--- config.mk ---
export PLATFORM = sky130hd
export DESIGN_NAME = btn_debounce
export DESIGN_NICKNAME = d
export VERILOG_FILES = /design/src/rtl/btn_debounce.sv
export SDC_FILE = /design/constraint.sdc
export NUM_CORES = 1
export LEC_CHECK = 0
export CORE_UTILIZATION = 54
export CTS_CLUSTER_SIZE = 20
export DETAILED_ROUTE_END_ITERATION = 16
export PLACE_DENSITY_LB_ADDON = 0.15
export SLEW_MARGIN = 20
export SYNTH_ARGS = -nofsm -noshare
export SYNTH_HDL_FRONTEND = slang
export SYNTH_SLANG_ARGS = --single-unit
--- constraint.sdc ---
create_clock -name i_clk -period 1.85 [get_ports i_clk]
set_input_delay 0.555 -clock i_clk [delete_from_list [all_inputs] [get_ports i_clk]]
set_output_delay 0.555 -clock i_clk [all_outputs]
set_load 0.02 [all_outputs]
--- src/rtl/btn_debounce.sv ---
// Push-button conditioner: per channel a 2-FF synchroniser, polarity
// normalisation to active-high and a counter-based debouncer. Produces a
// stable registered level plus one-cycle press/release strobes that line up
// with the first cycle of the new level.
module btn_debounce #(
    parameter int unsigned      NBTN        = 7,
    parameter int unsigned      CNT_MAX     = 250000,
    parameter logic [NBTN-1:0]  INVERT_MASK = NBTN'(7'b0000001)
) (
    input  logic            i_clk,
    input  logic            i_rst_n,
    input  logic [NBTN-1:0] i_btn,
    output logic [NBTN-1:0] o_btn,
    output logic [NBTN-1:0] o_press,
    output logic [NBTN-1:0] o_release
);

    // Counter only ever needs to reach CNT_MAX-1 before it is cleared.
    localparam int unsigned CNT_W = (CNT_MAX > 2) ? $clog2(CNT_MAX) : 1;
    localparam logic [CNT_W-1:0] CNT_LAST = CNT_W'(CNT_MAX - 1);

    logic [NBTN-1:0]  sync1_q, sync1_d;
    logic [NBTN-1:0]  sync2_q, sync2_d;
    logic [NBTN-1:0]  s_q, s_d;
    logic [NBTN-1:0]  press_q, press_d;
    logic [NBTN-1:0]  rls_q, rls_d;
    logic [CNT_W-1:0] cnt_q [NBTN];
    logic [CNT_W-1:0] cnt_d [NBTN];
    logic [NBTN-1:0]  norm_c;

    // Synchroniser next state: two plain shift stages.
    always_comb begin
        sync1_d = i_btn;
        sync2_d = sync1_q;
    end

    // Normalised (active-high) view of the synchronised pins.
    always_comb begin
        norm_c = sync2_q ^ INVERT_MASK;
    end

    // Debounce: a change is accepted only after CNT_MAX consecutive
    // disagreeing samples; any agreeing sample restarts the count.
    always_comb begin
        s_d     = s_q;
        press_d = '0;
        rls_d   = '0;
        for (int i = 0; i < int'(NBTN); i++) begin
            cnt_d[i] = '0;
            if (norm_c[i] != s_q[i]) begin
                if (cnt_q[i] == CNT_LAST) begin
                    s_d[i]     = norm_c[i];
                    press_d[i] = norm_c[i];
                    rls_d[i]   = ~norm_c[i];
                end else begin
                    cnt_d[i] = cnt_q[i] + CNT_W'(1);
                end
            end
        end
    end

    // State registers; reset parks the synchroniser at the raw idle level
    // so releasing reset does not look like a pin edge.
    always_ff @(posedge i_clk) begin
        if (!i_rst_n) begin
            sync1_q <= INVERT_MASK;
            sync2_q <= INVERT_MASK;
            s_q     <= '0;
            press_q <= '0;
            rls_q   <= '0;
            for (int i = 0; i < int'(NBTN); i++) begin
                cnt_q[i] <= '0;
            end
        end else begin
            sync1_q <= sync1_d;
            sync2_q <= sync2_d;
            s_q     <= s_d;
            press_q <= press_d;
            rls_q   <= rls_d;
            for (int i = 0; i < int'(NBTN); i++) begin
                cnt_q[i] <= cnt_d[i];
            end
        end
    end

    // Outputs come straight from flops.
    assign o_btn     = s_q;
    assign o_press   = press_q;
    assign o_release = rls_q;

endmodule
==> impl_results.md, run 1 <==
* M1 GR Usage at 28.8%
* Sequential share of power at 50.6%
* Distinct cells, synth at 49
* Pint at between 5 and 6 mW
* Total number of yosys warnings at 0
* Layout cells sized above 1 at 16.2%
* First-pass GRT wire length at 24,300 um
* Reg2reg end: o_btn[5]
* P_sw at 1.42 mW
* Synth area leader: dfxtp_1
* Rows at 40
* Die W at roughly 120 um
* CP Launch Type: register
* Worst-path clk slew at 0.06 ns
* Core Region at between 10,000 and 15,000 um2
* Period utilization at 97.6%
* Gate Count Post-Synth at 758
* CTS Buffer Depth at 2
* Run status: finished clean
* Clock network fraction of total power at 47.6%
* Initial Util at 56.5%
* Number of enable-type register cells in the synthesized netlist at 0
* Pre-CTS WS at -0.105 ns
* Routed Antenna Nets at 0
* DR vias at between 5,000 and 6,000
* Total GRT Usage at 23.1%
* Peak supply drop at 672 uV
* Post-synth top flop: dfxtp_1
* Worst Hold End: sync2_q[0]
* R2r startpoint: cnt_q[5][17]
* Number of port buffers at 29
* Final HPWL DP at 9860 um
* Crit Path Class: register to register
* CTS tree: done
* Clock Skews at 0.0112 ns
* Avg WL per Cell at approximately 14 um
* Ant. Diodes at 0
* Routability cong. at 0.871
* M3 GR Usage at 6.22%
* Area contributors post-synth: dfxtp_1 (47%), xnor2_1 (8.9%), nor2_1 (7.1%)
* Hold Crit Depth at 1
* Mean Syn Cell Area at 9.10 um2
* Final hold vios at 0
* Synthesized area at 6900 um2
* Sequential area share after synthesis at 46.7%
* Pleak at 2.90 nW
* Syn_nets at 774
* Setup ws final at 0.0440 ns
* Largest net degree at the start of global routing at 20
* Seq cells post-synth at 161
* Clock Latency Late Sink at 0.43 ns
* Final instance area at 8600 um2
* Layout area overhead at 24.7%
* Worst-Margin Slew at 0.503 ns
* Initial DRC count at 360
* Sw Ratio at 20.6%
* Num CTS Buffers at 17
* Final Routed Wirelength at 14,400 um
* Comb pwr share at 1.8%
* CTS sink count at 161
* DIE HEIGHT at between 100 and 150 um
* Element type at the critical path end: register
* Power Dens Cells at around 800 nW/um2
* Max-slew violation count at 0
* Full die area at 13,200 um2
* Tot Pwr at 6.91 mW
* Number of global-route vias before repair at between 5,000 and 6,000
* Setup violations, final at 0
* Hold Crit Class: register to register
* Synth top area share at 46.7%
* Vias per inst at 5.42
* TritonRoute pass-1 iters at 5
* # fillers at between 900 and 1,000
* R2R depth at 5
* Top Usage Layer GRT: met2
* DP Area at 7900 um2
* Min Tclk post-route at 1.81 ns
* Async S/R FF share, synth at 0%
* Worst path required time at between 2 and 2.5 ns
* DR DRC count at 0
* # IOs at 30
* Initial antenna violation count at 0
* M2 GR Usage at 39.3%
* Worst hold start: sync1_q[0]
* H-tree depth at 4
* Crit Path Max Fanout at 3
* CP startpoint: cnt_q[5][17]
* GR Overflow Total at 0
* R2r setup slk at 0.04 ns
* Final nets at 889
* Crit path DAT at approximately 2.2 ns
* Max Cap Viol at 0
* Clock root buffer: clkbuf_16
* Fmax achieved at 554 MHz
* Slew margin rel. at 66.2%
## cell type report
type                    count  area (um2)  area share [%]
multi-input cells         557        3560            41.4
repair buffers            113         957            11.1
inverters                  23        86.3            1.00
clock inverters            10        86.3            1.00
clock buffers              21         470            5.47
well taps                 168         210            2.45
flip-flops and latches    161        3220            37.5
## Yosys cell counts (all sizes together) (6+ instances only)
library cell	number
clkbuf	9
nand2	42
ha	7
and4	9
or3	12
nand4	35
xor2	31
nor2	131
o41ai	6
inv	23
a21oi	16
and3	10
o21ai	13
nor4b	8
dfxtp	161
and2	18
nor2b	8
xnor2	70
nand3	47
nor4	37
buf	8
nor3	18
or4	9
## repair_timing
action | 4_1_cts | 5_1_grt
resized for setup | 22 | 11
endpoints found under the setup margin | 93 | 58
buffers inserted | 5 | 4
hold buffers | 0 | 0
pin swaps | 4 | 4
gates cloned | 0 | 0
## registers in the layout (all words and copies together) (netlist names)
name and count:
cnt_q 126, o_btn 7, o_press 7, o_release 7
sync1_q 7, sync2_q 7
## metrics by stage
stage	TNS [ns]	std cells	hold WS (ns)	util [%]
CTS	0	1049	0.411	69.5
finish	0	1053	0.408	70.4
global route	-0.0191	1053	0.418	70.4
floorplan	0	758	0.386	-
global placement	-0.308	1013	0.394	64.7
detailed placement	-4.39	1013	0.397	64.7
## per-layer routing
| layer | vias to the layer above | wire length (um) |
|---|---|---|
| met5 | - | 0 |
| li1 | 2890 | - |
| met3 | 15 | 573 |
| met1 | 2703 | 6600 |
| met4 | 0 | 122 |
| met2 | 99 | 7120 |
## worst max-delay path by stage
stage               slack [ns]            to  cells past startpoint
global placement         -0.03  cnt_q[4][11]                      4
finish                    0.04      o_btn[5]                      5
floorplan                0.005  cnt_q[2][16]                      6
CTS                       0.01   cnt_q[3][2]                      4
detailed placement       -0.11   cnt_q[4][3]                      4
global route             -0.01  cnt_q[5][17]                      4
## logic make-up (layout without fill, tap and decap cells)
group           after synthesis  count (layout)  synth area share [%]
compound gates               46              46                  5.21
buf+inv                      40             167                  2.52
mux                           4               4                 0.581
simple gates                399             399                  30.8
fa+ha+maj                     7               7                  1.27
flops                       161             161                  46.7
xor+xnor                    101             101                  12.8
## placed cells by master, fill, tap and decap left out, types with 16 or more instances in the layout
cell type / instances
dfxtp_1: 161
nor2_1: 131
buf_4: 79
xnor2_1: 70
nand3_1: 44
nand2_1: 42
nor4_1: 34
nand4_1: 32
xor2_1: 31
inv_1: 23
dlygate4sd2_1: 21
and2_1: 18
nor3_1: 18
clkbuf_16: 17
a21oi_1: 16
## critical path: stages, from the launching register on
cell	delay (ns)
dfxtp_1	0.36
or3b_4	0.40
or3_4	0.41
buf_4	0.14
or3_1	0.30
a21oi_1	0.13
## power groups by stage
| stage | combinational, mW | clock, mW | sequential, mW |
|---|---|---|---|
| floorplan | 0.0568 | 0 | 3.57 |
| global placement | 0.106 | 0 | 3.57 |
| detailed placement | 0.109 | 0 | 3.57 |
| CTS | 0.116 | 3.34 | 3.50 |
| global route | 0.135 | 3.48 | 3.50 |
| finish | 0.122 | 3.29 | 3.50 |
(Power assumes the default switching activity.)
==> inputs of run 2 (changes only) <==
--- a/config.mk
+++ b/config.mk
@@ -8,6 +8,7 @@
 export CORE_UTILIZATION = 54
 export CTS_CLUSTER_SIZE = 20
 export DETAILED_ROUTE_END_ITERATION = 16
+export GPL_TIMING_DRIVEN = 1
 export PLACE_DENSITY_LB_ADDON = 0.15
 export SLEW_MARGIN = 20
 export SYNTH_ARGS = -nofsm -noshare
==> results of run 2 <==
The final DEF is identical to that of run 1; final timing and power are the same.
==> patch 1: new RTL, settings of run 1 <==
Register the input `i_btn` before use, without a reset. The logic sees it one clock later.
--- a/src/rtl/btn_debounce.sv
+++ b/src/rtl/btn_debounce.sv
@@ -19,6 +19,12 @@
     localparam int unsigned CNT_W = (CNT_MAX > 2) ? $clog2(CNT_MAX) : 1;
     localparam logic [CNT_W-1:0] CNT_LAST = CNT_W'(CNT_MAX - 1);
 
+    logic [NBTN-1:0] i_btn_q;
+
+    always_ff @(posedge i_clk) begin
+        i_btn_q <= i_btn;
+    end
+
     logic [NBTN-1:0]  sync1_q, sync1_d;
     logic [NBTN-1:0]  sync2_q, sync2_d;
     logic [NBTN-1:0]  s_q, s_d;
@@ -30,7 +36,7 @@
 
     // Synchroniser next state: two plain shift stages.
     always_comb begin
-        sync1_d = i_btn;
+        sync1_d = i_btn_q;
         sync2_d = sync1_q;
     end
 
Check against the original RTL: no difference found for any inputs over 10 cycles, from zero or initial values and one cycle with i_rst_n low; that may be too few to reach the edited logic, so the function may still have changed.
==> patch 1 against run 1 <==
Critical path depth is 4 lower; sequential power grew 5%; setup slack got worse by 0.019 ns; wire length is 0.70% lower; power is 8.9% higher; final area is 0.23% higher; global-route usage fell by 0.19 points; area after synthesis rose by 2.9%; sequential cell count rose by 7; critical path type is now reg2out.
==> patch 1: results (changes against run 1) <==
metric	value	unit	change
clk_share	7.421	%	was 6.477%
dp_slack	-0.06696	ns	was -0.1051 ns
grt_max_degree	26		was 20
place_area	0.007893	mm^2	was 0.007904 mm^2
outcome	complete, no violations		unchanged
cell_internal_pwr	6.061	mW	was 5.487 mW
path_delay_family	flip-flops		was simple AND/OR/NAND/NOR gates
vias	5720		was 5,707
cpMaxStageDelayCell	dfxtp_1		was or3_4
skew	0.01163	ns	was 0.01119 ns
max_stage_delay	0.48	ns	was 0.41 ns
p_seq_share	48.6	%	was 50.6%
dpl.hpwl	9995	um	was 9862 um
r2r_end	cnt_q[3][17]		was o_btn[5]
nonClkBufAreaFrac	8.684	%	was 11.14%
vdd_drop_max	0.0006328	V	was 0.0006716 V
syn_nets	799		was 774
num-nets-final	878		was 889
max_freq	548.1	MHz	was 553.7 MHz
signal_buffers	85		was 113
syn_area_per_cell	9.064	um^2	was 9.097 um^2
ys_seq_area_share	47.39	%	was 46.74%
cp.arrival	1.27	ns	was 2.17 ns
stdcell_count	1047		was 1,053
grt_pass1_vias	5479		was 5,369
synthTopCellsByArea	dfxtp_1 47%, xnor2_1 8.3%, nor2_1 7.0%, xor2_1 3.9%, nand4_1 3.3%		was dfxtp_1 47%, xnor2_1 8.9%, nor2_1 7.1%, xor2_1 3.9%, nor4_1 3.4%
cp-startpoint	o_btn[0]		was cnt_q[5][17]
clock-sinks	168		was 161
drt_wl_total	14320	um	was 14,420 um
power	7.525	mW	was 6.909 mW
clock_power_share	49.9	%	was 47.6%
n_clock_buffer	20		was 21
r2r_cells	4		was 5
worst_pin_slew	0.5208	ns	was 0.5030 ns
timing.hold.ws	0.4218	ns	was 0.4077 ns
wl_met2	7209	um	was 7117 um
fillers	1006		was 945
place_congestion	0.8525		was 0.8708
grtUsageTotal	22.94	%	was 23.13%
grt_use_met3	6.383	%	was 6.220%
wl_met1	6403	um	was 6604 um
==> patch 1: changes by cell type in the layout (fill, tap and decap cells not counted), sizes merged, moves of 4 or more <==
cell,change
dfxtp,+7
buf,-28
and3,+9
nor4,-4
nor3,+7
nand3,-5
nand4,+5
==> patch 1: cell families after synthesis <==
group                    Yosys count  share of synthesized area (%)
XOR/XNOR                          99                          12.22
adder cells (fa/ha/maj)            7                          1.234
AND/OR/NAND/NOR                  409                          30.82
AO/OA/AOI/OAI                     44                          4.514
buffers and inverters             50                          2.980
flip-flops                       168                          47.39
multiplexers                       6                         0.8463
==> patch 1: timing repair <==
item | CTS | global route
endpoints found under the setup margin | 41 | 40
buffers inserted | 3 | 2
resized for setup | 22 | 7
hold buffers | 0 | 0
pin swaps | 2 | 3
==> patch 2: new RTL, settings of run 1 <==
Without the edit above. The parameter `NBTN` goes from 7 to 9.
--- a/src/rtl/btn_debounce.sv
+++ b/src/rtl/btn_debounce.sv
@@ -3,7 +3,7 @@
 // stable registered level plus one-cycle press/release strobes that line up
 // with the first cycle of the new level.
 module btn_debounce #(
-    parameter int unsigned      NBTN        = 7,
+    parameter int unsigned      NBTN        = 9,
     parameter int unsigned      CNT_MAX     = 250000,
     parameter logic [NBTN-1:0]  INVERT_MASK = NBTN'(7'b0000001)
 ) (
Interface: changed (resized i_btn, o_btn, o_press and o_release); port bits go from 30 to 38. No check against the original RTL was run, so the function may have changed too.
==> patch 2 against run 1 <==
Wire length increased by 18%; power increased by 28%; sequential cell count increased by 46; core utilization decreased by 3.1 points; setup slack got worse by 0.028 ns; final area increased by 24%; first-iteration DRC count decreased by 20%; largest power group unchanged; critical path type unchanged; combinational power increased by 11%; critical endpoint is now cnt_q[0][70]; area after synthesis increased by 28%.
==> patch 2: results (changes against run 1) <==
metric	value	unit	change
syn_area_per_cell	9.061	um^2	was 9.097 um^2
drtIter0Drc	287		was 360
ys_warn_count	0		unchanged
p_leak	3.526	nW	was 2.903 nW
numCtsBuffers	22		was 17
cts-root-buf	clkbuf_16		unchanged
max_stage_delay	0.53	ns	was 0.41 ns
num-nets-final	1102		was 889
grtUsageTotal	20.86	%	was 23.13%
grt_pass1_wl	29060	um	was 24,300 um
ys_types	47		was 49
dp_slack	0.01968	ns	was -0.1051 ns
fillers	1351		was 945
top_register	cnt_q		unchanged
hold_path_class	reg2reg		unchanged
cell_internal_pwr	7.083	mW	was 5.487 mW
grt_max_degree	58		was 20
place_congestion	0.8268		was 0.8708
worst_pin_slew	0.5155	ns	was 0.5030 ns
layout-drive-gt1-share	12.94	%	was 16.16%
ys_seq_area_share	47.10	%	was 46.74%
place_area	0.009985	mm^2	was 0.007904 mm^2
grt_pass1_vias	6338		was 5,369
cpMaxStageDelayCell	or4b_4		was or3_4
synthTopCellsByArea	dfxtp_1 47%, xnor2_1 8.7%, nor2_1 7.2%, xor2_1 4.3%, nand3_1 3.4%		was dfxtp_1 47%, xnor2_1 8.9%, nor2_1 7.1%, xor2_1 3.9%, nor4_1 3.4%
dpl.hpwl	11600	um	was 9862 um
cts_buffer_depth	3		was 2
stdcell_count	1313		was 1,053
htreeDepth	1		was 4
drt_wl_total	16970	um	was 14,420 um
clk_latency	0.49	ns	was 0.43 ns
synth-edff-count	0		unchanged
drt_pass1_iterations	4		was 5
portBuffers	37		was 29
pg_clk	4.21	mW	was 3.29 mW
largest_reg_flops	162		was 126
skew	0.004282	ns	was 0.01119 ns
antenna_found_initial	0		unchanged
vdd_drop_max	0.0006694	V	was 0.0006716 V
synthArstFlopShare	0	%	unchanged
syn_nets	991		was 774
crit_fanout	16		was 3
synthTopCellsByCount	207 x dfxtp_1, 169 x nor2_1, 87 x xnor2_1		was 161 x dfxtp_1, 131 x nor2_1, 70 x xnor2_1
outcome	complete, no violations		unchanged
n_antenna_cell	0		unchanged
vias	7000		was 5,707
cp.arrival	2.22	ns	was 2.17 ns
pg_comb	0.135	mW	was 0.122 mW
-- patch 2: cell count changes in the layout (fill, tap and decap cells not counted), sizes merged, moves of 6 or more --
cell | run 1 | this run
dfxtp | 161 | 207
nor2 | 131 | 169
nand2 | 42 | 60
xnor2 | 70 | 87
clkbuf | 21 | 37
nand3 | 47 | 59
xor2 | 31 | 43
nand4 | 35 | 45
and4b | 2 | 10
nor3 | 18 | 25
buf | 84 | 78
mux2i | 4 | 10
-- patch 2: final cells by class --
type                       instances  area share [%]
clock inverter                     5          0.4681
sequential                       207           38.79
inverter                          27          0.9478
clock buffer                      34           6.050
tap                              216           2.527
timing repair buffer             114           9.267
multi-input combinational        710           41.95
-- patch 2: worst paths after layout --
kind / endpoint / slack [ns] / from / cells after the start
setup reg to reg: cnt_q[0][70] / 0.02 / cnt_q[0][65] / 5
hold / removal: sync2_q[0] / 0.41 / sync1_q[0] / 1
setup / recovery: cnt_q[0][70] / 0.02 / cnt_q[0][65] / 5
hold reg to reg: sync2_q[0] / 0.41 / sync1_q[0] / 1
-- patch 2: kinds of logic (layout without fill, tap and decap cells) --
logic type | Yosys count | in the layout | share of synthesized area (%)
AND/OR/NAND/NOR | 511 | 511 | 30.43
flip-flops | 207 | 207 | 47.10
XOR/XNOR | 130 | 130 | 12.94
buffers and inverters | 54 | 180 | 2.631
AO/OA/AOI/OAI | 50 | 50 | 4.480
multiplexers | 10 | 10 | 1.138
adder cells (fa/ha/maj) | 9 | 9 | 1.280
-- patch 2: critical path: cells and delay by family, from the launching register on --
kind | cells | cell delay (ns)
AO/OA/AOI/OAI | 1 | 0.16
buffers and inverters | 1 | 0.15
flip-flops | 1 | 0.32
AND/OR/NAND/NOR | 3 | 1.10
-- patch 2: what timing repair did --
item | CTS | global route
setup endpoints to repair | 27 | 31
hold buffers | 0 | 0
pin swaps | 0 | 2
gates resized for setup | 31 | 15
gates cloned | 0 | 0
setup buffers | 0 | 2
-- patch 2: per-stage QoR --
step | setup TNS, ns | total power [mW] | hold WS, ns | utilization, %
after detailed placement | 0 | 4.732 | 0.3985 | 62.85
after global routing | -0.2648 | 9.158 | 0.4329 | 67.31
after CTS | 0 | 8.949 | 0.4218 | 67.06
after global placement | 0 | 4.730 | 0.3976 | 62.85
after floorplan | 0 | 4.666 | 0.3863 | -
final | 0 | 8.837 | 0.4148 | 67.31
-- patch 2: layer usage --
layer,share of wire [%],wire (um),track usage (%),vias to the layer above
li1,-,-,-,3627
met4,2.1,361,5.882,0
met2,46,7827,34.32,86
met5,0,0,0,-
met1,49,8281,28.50,3259
met3,2.9,499,3.014,28
